==> src/rtl/mem_xfer_sequencer_pkg.sv <==
//------------------------------------------------------------------------------
// Module  : mem_xfer_pkg
// Brief   : Shared state encoding and default widths for mem_xfer_sequencer.
// Revision: 1.0
//------------------------------------------------------------------------------
`default_nettype none

package mem_xfer_pkg;

    localparam int c_ADDR_W  = 16;
    localparam int c_CNT_W   = 17;
    localparam int c_TIMEOUT = 8;

    typedef enum logic [2:0] {
        ST_IDLE  = 3'd0,
        ST_ISSUE = 3'd1,
        ST_WAIT  = 3'd2,
        ST_GAP   = 3'd3,
        ST_DONE  = 3'd4,
        ST_ERR   = 3'd5
    } state_t;

endpackage

`default_nettype wire

==> src/rtl/mem_xfer_sequencer_if.sv <==
//------------------------------------------------------------------------------
// Module  : mem_xfer_sequencer_if
// Brief   : Control/status bundle between the sequencer and its environment.
// Revision: 1.0
//------------------------------------------------------------------------------
`default_nettype none

interface mem_xfer_sequencer_if #(
    parameter int ADDR_W = 16,
    parameter int CNT_W  = 17
) ();

    logic              start;
    logic              abort;
    logic [ADDR_W-1:0] start_add;
    logic [CNT_W-1:0]  word_cnt;
    logic              st_end;
    logic              enable;
    logic [ADDR_W-1:0] add;
    logic              busy;
    logic              done;
    logic              err_timeout;
    logic [CNT_W-1:0]  xfer_cnt;
    logic [2:0]        state_tb;

    modport slave (
        input  start, abort, start_add, word_cnt, st_end,
        output enable, add, busy, done, err_timeout, xfer_cnt, state_tb
    );

    modport master (
        output start, abort, start_add, word_cnt, st_end,
        input  enable, add, busy, done, err_timeout, xfer_cnt, state_tb
    );

endinterface

`default_nettype wire

==> src/rtl/mem_xfer_sequencer_watchdog.sv <==
//------------------------------------------------------------------------------
// Module  : xfer_watchdog
// Brief   : Stall counter; o_expired flags the TIMEOUT-1 count.
// Revision: 1.0
//------------------------------------------------------------------------------
`default_nettype none

module xfer_watchdog #(
    parameter int TIMEOUT = 8
) (
    input  wire logic clk,
    input  wire logic rst,
    input  wire logic i_clear,
    input  wire logic i_run,
    output logic      o_expired
);

    localparam int c_W = $clog2(TIMEOUT);

    logic [c_W-1:0] r_cnt;

    assign o_expired = (r_cnt == c_W'(TIMEOUT - 1));

    always_ff @(posedge clk or negedge rst) begin
        if (!rst) begin
            r_cnt <= '0;
        end else if (i_clear) begin
            r_cnt <= '0;
        end else if (i_run && !o_expired) begin
            r_cnt <= r_cnt + c_W'(1);
        end
    end

endmodule

`default_nettype wire

==> src/rtl/mem_xfer_sequencer.sv <==
//------------------------------------------------------------------------------
// Module  : mem_xfer_sequencer
// Brief   : Walks a read-address range, handshaking each word via st_end.
// Revision: 1.0
//------------------------------------------------------------------------------
`default_nettype none

module mem_xfer_sequencer
    import mem_xfer_pkg::*;
#(
    parameter int ADDR_W  = c_ADDR_W,
    parameter int CNT_W   = c_CNT_W,
    parameter int TIMEOUT = c_TIMEOUT
) (
    input  wire logic        clk,
    input  wire logic        rst,
    mem_xfer_sequencer_if.slave xfer
);

    state_t            r_state;
    state_t            w_next;
    logic [ADDR_W-1:0] r_add;
    logic [CNT_W-1:0]  r_rem;
    logic [CNT_W-1:0]  r_xfer;
    logic              r_enable;
    logic              r_busy;
    logic              r_done;
    logic              r_err;
    logic              w_accept;
    logic              w_word_done;
    logic              w_expired;

    assign w_accept    = xfer.start && (r_state == ST_IDLE || r_state == ST_ERR);
    assign w_word_done = (r_state == ST_WAIT) && xfer.st_end && !xfer.abort;

    xfer_watchdog #(
        .TIMEOUT (TIMEOUT)
    ) u_watchdog (
        .clk       (clk),
        .rst       (rst),
        .i_clear   (r_state != ST_WAIT),
        .i_run     ((r_state == ST_WAIT) && !xfer.st_end),
        .o_expired (w_expired)
    );

    always_comb begin
        w_next = r_state;
        case (r_state)
            ST_IDLE, ST_ERR: begin
                if (xfer.start) begin
                    w_next = (xfer.word_cnt == '0) ? ST_DONE : ST_ISSUE;
                end
            end
            ST_ISSUE: w_next = xfer.abort ? ST_IDLE : ST_WAIT;
            ST_WAIT: begin
                if (xfer.abort) begin
                    w_next = ST_IDLE;
                end else if (xfer.st_end) begin
                    w_next = (r_rem == CNT_W'(1)) ? ST_DONE : ST_GAP;
                end else if (w_expired) begin
                    w_next = ST_ERR;
                end
            end
            ST_GAP:  w_next = xfer.abort ? ST_IDLE : ST_ISSUE;
            ST_DONE: w_next = ST_IDLE;
            default: w_next = ST_IDLE;
        endcase
    end

    // Status outputs are registered from the next state so they line up with r_state.
    always_ff @(posedge clk or negedge rst) begin
        if (!rst) begin
            r_state  <= ST_IDLE;
            r_add    <= '0;
            r_rem    <= '0;
            r_xfer   <= '0;
            r_enable <= 1'b0;
            r_busy   <= 1'b0;
            r_done   <= 1'b0;
            r_err    <= 1'b0;
        end else begin
            r_state  <= w_next;
            r_enable <= (w_next == ST_ISSUE) || (w_next == ST_WAIT);
            r_busy   <= (w_next == ST_ISSUE) || (w_next == ST_WAIT) || (w_next == ST_GAP);
            r_done   <= (w_next == ST_DONE);
            r_err    <= (w_next == ST_ERR);
            if (w_accept) begin
                r_rem  <= xfer.word_cnt;
                r_xfer <= '0;
                if (xfer.word_cnt != '0) begin
                    r_add <= xfer.start_add;
                end
            end else if (w_word_done) begin
                r_xfer <= r_xfer + CNT_W'(1);
                r_rem  <= r_rem - CNT_W'(1);
                if (r_rem != CNT_W'(1)) begin
                    r_add <= r_add + ADDR_W'(1);
                end
            end
        end
    end

    assign xfer.enable      = r_enable;
    assign xfer.add         = r_add;
    assign xfer.busy        = r_busy;
    assign xfer.done        = r_done;
    assign xfer.err_timeout = r_err;
    assign xfer.xfer_cnt    = r_xfer;
    assign xfer.state_tb    = r_state;

endmodule

`default_nettype wire
==> src/flat_wrapper.sv <==
// flat-port wrapper written by rule: the top's interface ports become plain ports
module mem_xfer_sequencer_flat import mem_xfer_pkg::*;
#(
    parameter int ADDR_W  = c_ADDR_W,
    parameter int CNT_W   = c_CNT_W,
    parameter int TIMEOUT = c_TIMEOUT
)
  (clk, rst, xfer_start, xfer_abort, xfer_start_add, xfer_word_cnt, xfer_st_end, xfer_enable, xfer_add, xfer_busy, xfer_done, xfer_err_timeout, xfer_xfer_cnt, xfer_state_tb);
  mem_xfer_sequencer_if #(.ADDR_W(ADDR_W), .CNT_W(CNT_W)) xfer_i ();
  input  wire logic clk;
  input  wire logic rst;
  input wire logic [$bits(xfer_i.start)-1:0] xfer_start;
  input wire logic [$bits(xfer_i.abort)-1:0] xfer_abort;
  input wire logic [$bits(xfer_i.start_add)-1:0] xfer_start_add;
  input wire logic [$bits(xfer_i.word_cnt)-1:0] xfer_word_cnt;
  input wire logic [$bits(xfer_i.st_end)-1:0] xfer_st_end;
  output wire logic [$bits(xfer_i.enable)-1:0] xfer_enable;
  output wire logic [$bits(xfer_i.add)-1:0] xfer_add;
  output wire logic [$bits(xfer_i.busy)-1:0] xfer_busy;
  output wire logic [$bits(xfer_i.done)-1:0] xfer_done;
  output wire logic [$bits(xfer_i.err_timeout)-1:0] xfer_err_timeout;
  output wire logic [$bits(xfer_i.xfer_cnt)-1:0] xfer_xfer_cnt;
  output wire logic [$bits(xfer_i.state_tb)-1:0] xfer_state_tb;
  assign xfer_i.start = xfer_start;
  assign xfer_i.abort = xfer_abort;
  assign xfer_i.start_add = xfer_start_add;
  assign xfer_i.word_cnt = xfer_word_cnt;
  assign xfer_i.st_end = xfer_st_end;
  assign xfer_enable = xfer_i.enable;
  assign xfer_add = xfer_i.add;
  assign xfer_busy = xfer_i.busy;
  assign xfer_done = xfer_i.done;
  assign xfer_err_timeout = xfer_i.err_timeout;
  assign xfer_xfer_cnt = xfer_i.xfer_cnt;
  assign xfer_state_tb = xfer_i.state_tb;
  mem_xfer_sequencer #(.ADDR_W(ADDR_W), .CNT_W(CNT_W), .TIMEOUT(TIMEOUT)) u_core (.clk(clk), .rst(rst), .xfer(xfer_i));
endmodule
==> config.mk <==
export PLATFORM = sky130hd
export DESIGN_NAME = mem_xfer_sequencer_flat
export DESIGN_NICKNAME = d
export VERILOG_FILES = /design/src/rtl/mem_xfer_sequencer_pkg.sv /design/src/rtl/mem_xfer_sequencer_if.sv /design/src/rtl/mem_xfer_sequencer_watchdog.sv /design/src/rtl/mem_xfer_sequencer.sv /design/src/flat_wrapper.sv
export SDC_FILE = /design/constraint.sdc
export NUM_CORES = 1
export LEC_CHECK = 0
export BUFFER_PORTS_ARGS = -buffer_cell sky130_fd_sc_hd__buf_2
export CORE_MARGIN = 8
export CORE_UTILIZATION = 45
export DETAILED_ROUTE_END_ITERATION = 12
export HOLD_SLACK_MARGIN = 0.15
export PLACE_DENSITY = 0.71
export SETUP_SLACK_MARGIN = 0.15
export SLEW_MARGIN = 15
export SYNTH_ARGS = -nofsm -noshare
export SYNTH_HDL_FRONTEND = slang
export SYNTH_SLANG_ARGS = --single-unit
==> constraint.sdc <==
create_clock -name clk -period 2.06 [get_ports clk]
set_input_delay 0.206 -clock clk [delete_from_list [all_inputs] [get_ports clk]]
set_output_delay 0.206 -clock clk [all_outputs]
set_load 0.01 [all_outputs]
==> results.yml <==
drt:
  drc_errors: 0
  drt_iter0_markers: 159
  via_count: 3509
  antenna_left: 0
  wl_um: 10700
  viasPerCell: 5.60
  wl_per_cell_um: 17.0
  drt-pass1-iter-count: 5
die:
  fp-row-count: 31
  start_util_pct: 46.4
  io_pins: 78
  die-area_um2: 10500
  fp.dieH_um: 102
  coreArea_um2: 7250
  dieWidth_um: 102
cts:
  cts-root-buf: "clkbuf_8"
  clk_latency_ns: 0.34
  clk_pin_slew_ns: 0.07
  cts.sinks: 60
  cts_max_level: 3
  clockBufferDepth: 2
  cts_made_buffers: 9
  cts_tree: "built"
global_route:
  antenna_found_initial: 0
  overflow: 0
  first_global_vias: 3490
  grt_pass1_wl_um: 16300
  grt_max_degree: 42
  grt_usage_pct: 19.6
pwr:
  p_leak_nw: 2.26
  ir_drop_uv: 610
  power_w: 0.00642
  powerDensity_nw_per_um2: 1270
timing:
  fin_worst_skew_ns: 0.0112
  max_slew_margin_pct: 61.3
  finalSetupViolCount: 3
  period_needed_ns: 2.07
  finalHoldViolCount: 0
  finalCritPeriodShare_pct: 101
  fmax_mhz: 483
  rsz0062_at_grt: "true"
  fin_ws_ns: -0.0117
  slew_viol_final: 0
  worst_pin_slew_ns: 0.581
finish:
  final_nets: 567
  area_growth_pct: 50.5
  fin_area_um2: 5070
  fill_cells: 546
  drive_gt1_share_pct: 42.2
  stdcell_count: 627
  antenna_cells: 0
synthesis:
  yosys.area.top_type: "dfrtp_1"
  synth_flop_cell: "dfrtp_1"
  ys_async_sr_fraction_pct: 100
  syn_area_um2: 3370
  synthesis.nets: 420
  synth_top_area_share_pct: 44.6
  synthDistinctLibCells: 57
  synth_edf_count: 0
  syn_inst: 376
  synth.ff_latch_count: 60
  synth_area_per_cell_um2: 8.95
  yosys-top-cells-area: "dfrtp_1, nand2_1, nor2_1"
  ys_seq_area_share_pct: 44.6
  yosys_warnings: 0
place:
  placed_area_um2: 4110
  dp.cells: 571
  portBuffers: 77
  place_congestion: 0.851
  dp_hpwl_um: 6680
  post-place-ws_ns: -0.0713
worst_setup_path:
  criticalPathCategory: "reg2reg"
  reg2reg_slack_ns: -0.01
  arrival_ns: 2.32
  slowest_stage: "dfrtp_2"
  crit_family: "compound AO/OA/AOI/OAI gates"
  timing.rr.start: "u_core.r_rem[10]"
  r2r-end: "u_core.xfer.add[15]"
  rr_worst_depth: 7
  end_kind: "flip-flop"
  path_cells: "nor4_4 -> a311oi_4 -> a211oi_4 -> buf_4 -> and2_4 -> o31ai_1 -> a211oi_2"
  crit_buf_inv: 1
  crit_path_start_kind: "flip-flop"
  required_ns: 2.31
  cp_max_fo: 4
  cpPeakStageDelay_ns: 0.44
run:
  drv_cap: 0
hold_path:
  min_from: "xfer_word_cnt[8]"
  hold_depth: 3
  whs_endpoint: "u_core.r_rem[8]"
  hold_class: "in2reg"
status:
  outcome: "complete, but fails checks"
  violations: "negative setup slack"
[synth_stat cells, types with 4 or more instances]
cell type,number
ha_1,6
o211ai_1,6
o31ai_1,8
xnor2_1,8
and2_1,5
nor2_1,43
nand4_1,8
nor3_1,9
or3_1,5
nor2b_1,4
o21ai_0,20
nand3_1,16
clkbuf_1,7
xor2_1,12
nor4_1,4
nand2_1,44
a21oi_1,31
inv_1,10
o22ai_1,7
dfrtp_1,60
a221o_1,4
and3_1,4
nand2b_1,5
[worst register-to-register path, stage by stage (launching register included)]
cell      delay (ns)
dfrtp_2         0.44
nor4_4          0.44
a311oi_4        0.18
a211oi_4        0.31
buf_4           0.16
and2_4          0.17
o31ai_1         0.09
a211oi_2        0.20
[per-stage QoR]
stage          TNS [ns]  hold slack [ns]  utilization, %
2_1_floorplan         0          -0.0896               -
3_3_place_gp          0            0.236            56.7
3_5_place_dp    -0.0713            0.239            56.7
4_1_cts               0            0.162            65.1
5_1_grt          -0.830            0.171            69.8
6_report        -0.0225            0.172            69.8
[registers in the layout (all words and copies together) (netlist names)]
name / cells
u_core.xfer.state_tb: 3
u_core.r_rem: 17
u_core.xfer.err_timeout: 1
u_core.xfer.enable: 1
u_core.xfer.done: 1
u_core.u_watchdog.r_cnt: 3
u_core.xfer.busy: 1
u_core.xfer.add: 16
u_core.xfer.xfer_cnt: 17
[worst max path at each step]
stage | slack, ns | to | depth (start not counted) | startpoint
2_1_floorplan | 0.11 | u_core.xfer.add[8] | 7 | u_core.xfer.state_tb[2]
3_3_place_gp | 0.05 | u_core.xfer.add[15] | 9 | u_core.r_rem[1]
3_5_place_dp | -0.07 | u_core.xfer.add[15] | 9 | u_core.u_watchdog.r_cnt[0]
4_1_cts | 0.008 | u_core.xfer.add[15] | 8 | u_core.xfer.state_tb[2]
5_1_grt | -0.09 | u_core.xfer.add[2] | 10 | u_core.r_rem[1]
6_report | -0.01 | u_core.xfer.add[15] | 7 | u_core.r_rem[10]
[metal layers]
metal	vias to the layer above	global-route usage (%)	wire, µm
met3	15	4.77	680
li1	1661	-	-
met1	1731	24.3	4470
met4	0	6.21	156
met2	102	32.8	5370
met5	-	0	0
[cell usage in the layout, fill, tap and decap left out, types with 6 or more instances in the layout]
cell	Yosys	final
a21oi_1	31	13
a21oi_2	0	15
buf_2	3	77
buf_4	2	38
buf_6	1	14
clkbuf_8	0	11
dfrtp_1	60	56
dlygate4sd3_1	0	20
inv_1	10	8
nand2_1	44	40
nand3_1	16	12
nand4_1	8	8
nor2_1	43	36
nor3_1	9	6
o211ai_1	6	6
o21ai_0	20	17
o22ai_1	7	7
o31ai_1	8	7
xor2_1	12	12
[cell families (layout without fill, tap and decap cells)]
family          count (synthesis)  in the layout  share of synthesized area, %
flops                          60             60                          44.6
simple gates                  164            164                          24.8
buf+inv                        25            177                          3.35
xor+xnor                       20             20                          5.20
compound gates                101            101                          19.8
fa+ha+maj                       6              6                          2.23
[where the power goes]
part	leakage, nW	total, W	switching [W]	internal [W]
logic	1.40	0.00329	0.00178	0.00151
clock network	0.102	0.00110	0.000479	0.000621
registers	0.759	0.00203	0.000466	0.00157
[final cells by class]
cell class	instances	area (µm²)	share of cell area, %
well taps	99	124	2.45
flip-flops and latches	60	1510	29.7
multi-input cells	291	2130	42.1
repair buffers	151	1060	21.0
clock inverters	4	47.5	0.939
inverters	10	37.5	0.741
clock buffers	12	155	3.06
[repair_timing]
item                                    4_1_cts  5_1_grt
pin swaps                                    10       34
hold endpoints to repair                     43        0
resized for setup                            31       68
endpoints found under the setup margin       33       47
gates cloned                                  2        0
hold buffers                                 20        0
setup buffers                                 9        9
No activity file was read; power rests on OpenSTA's default activity.
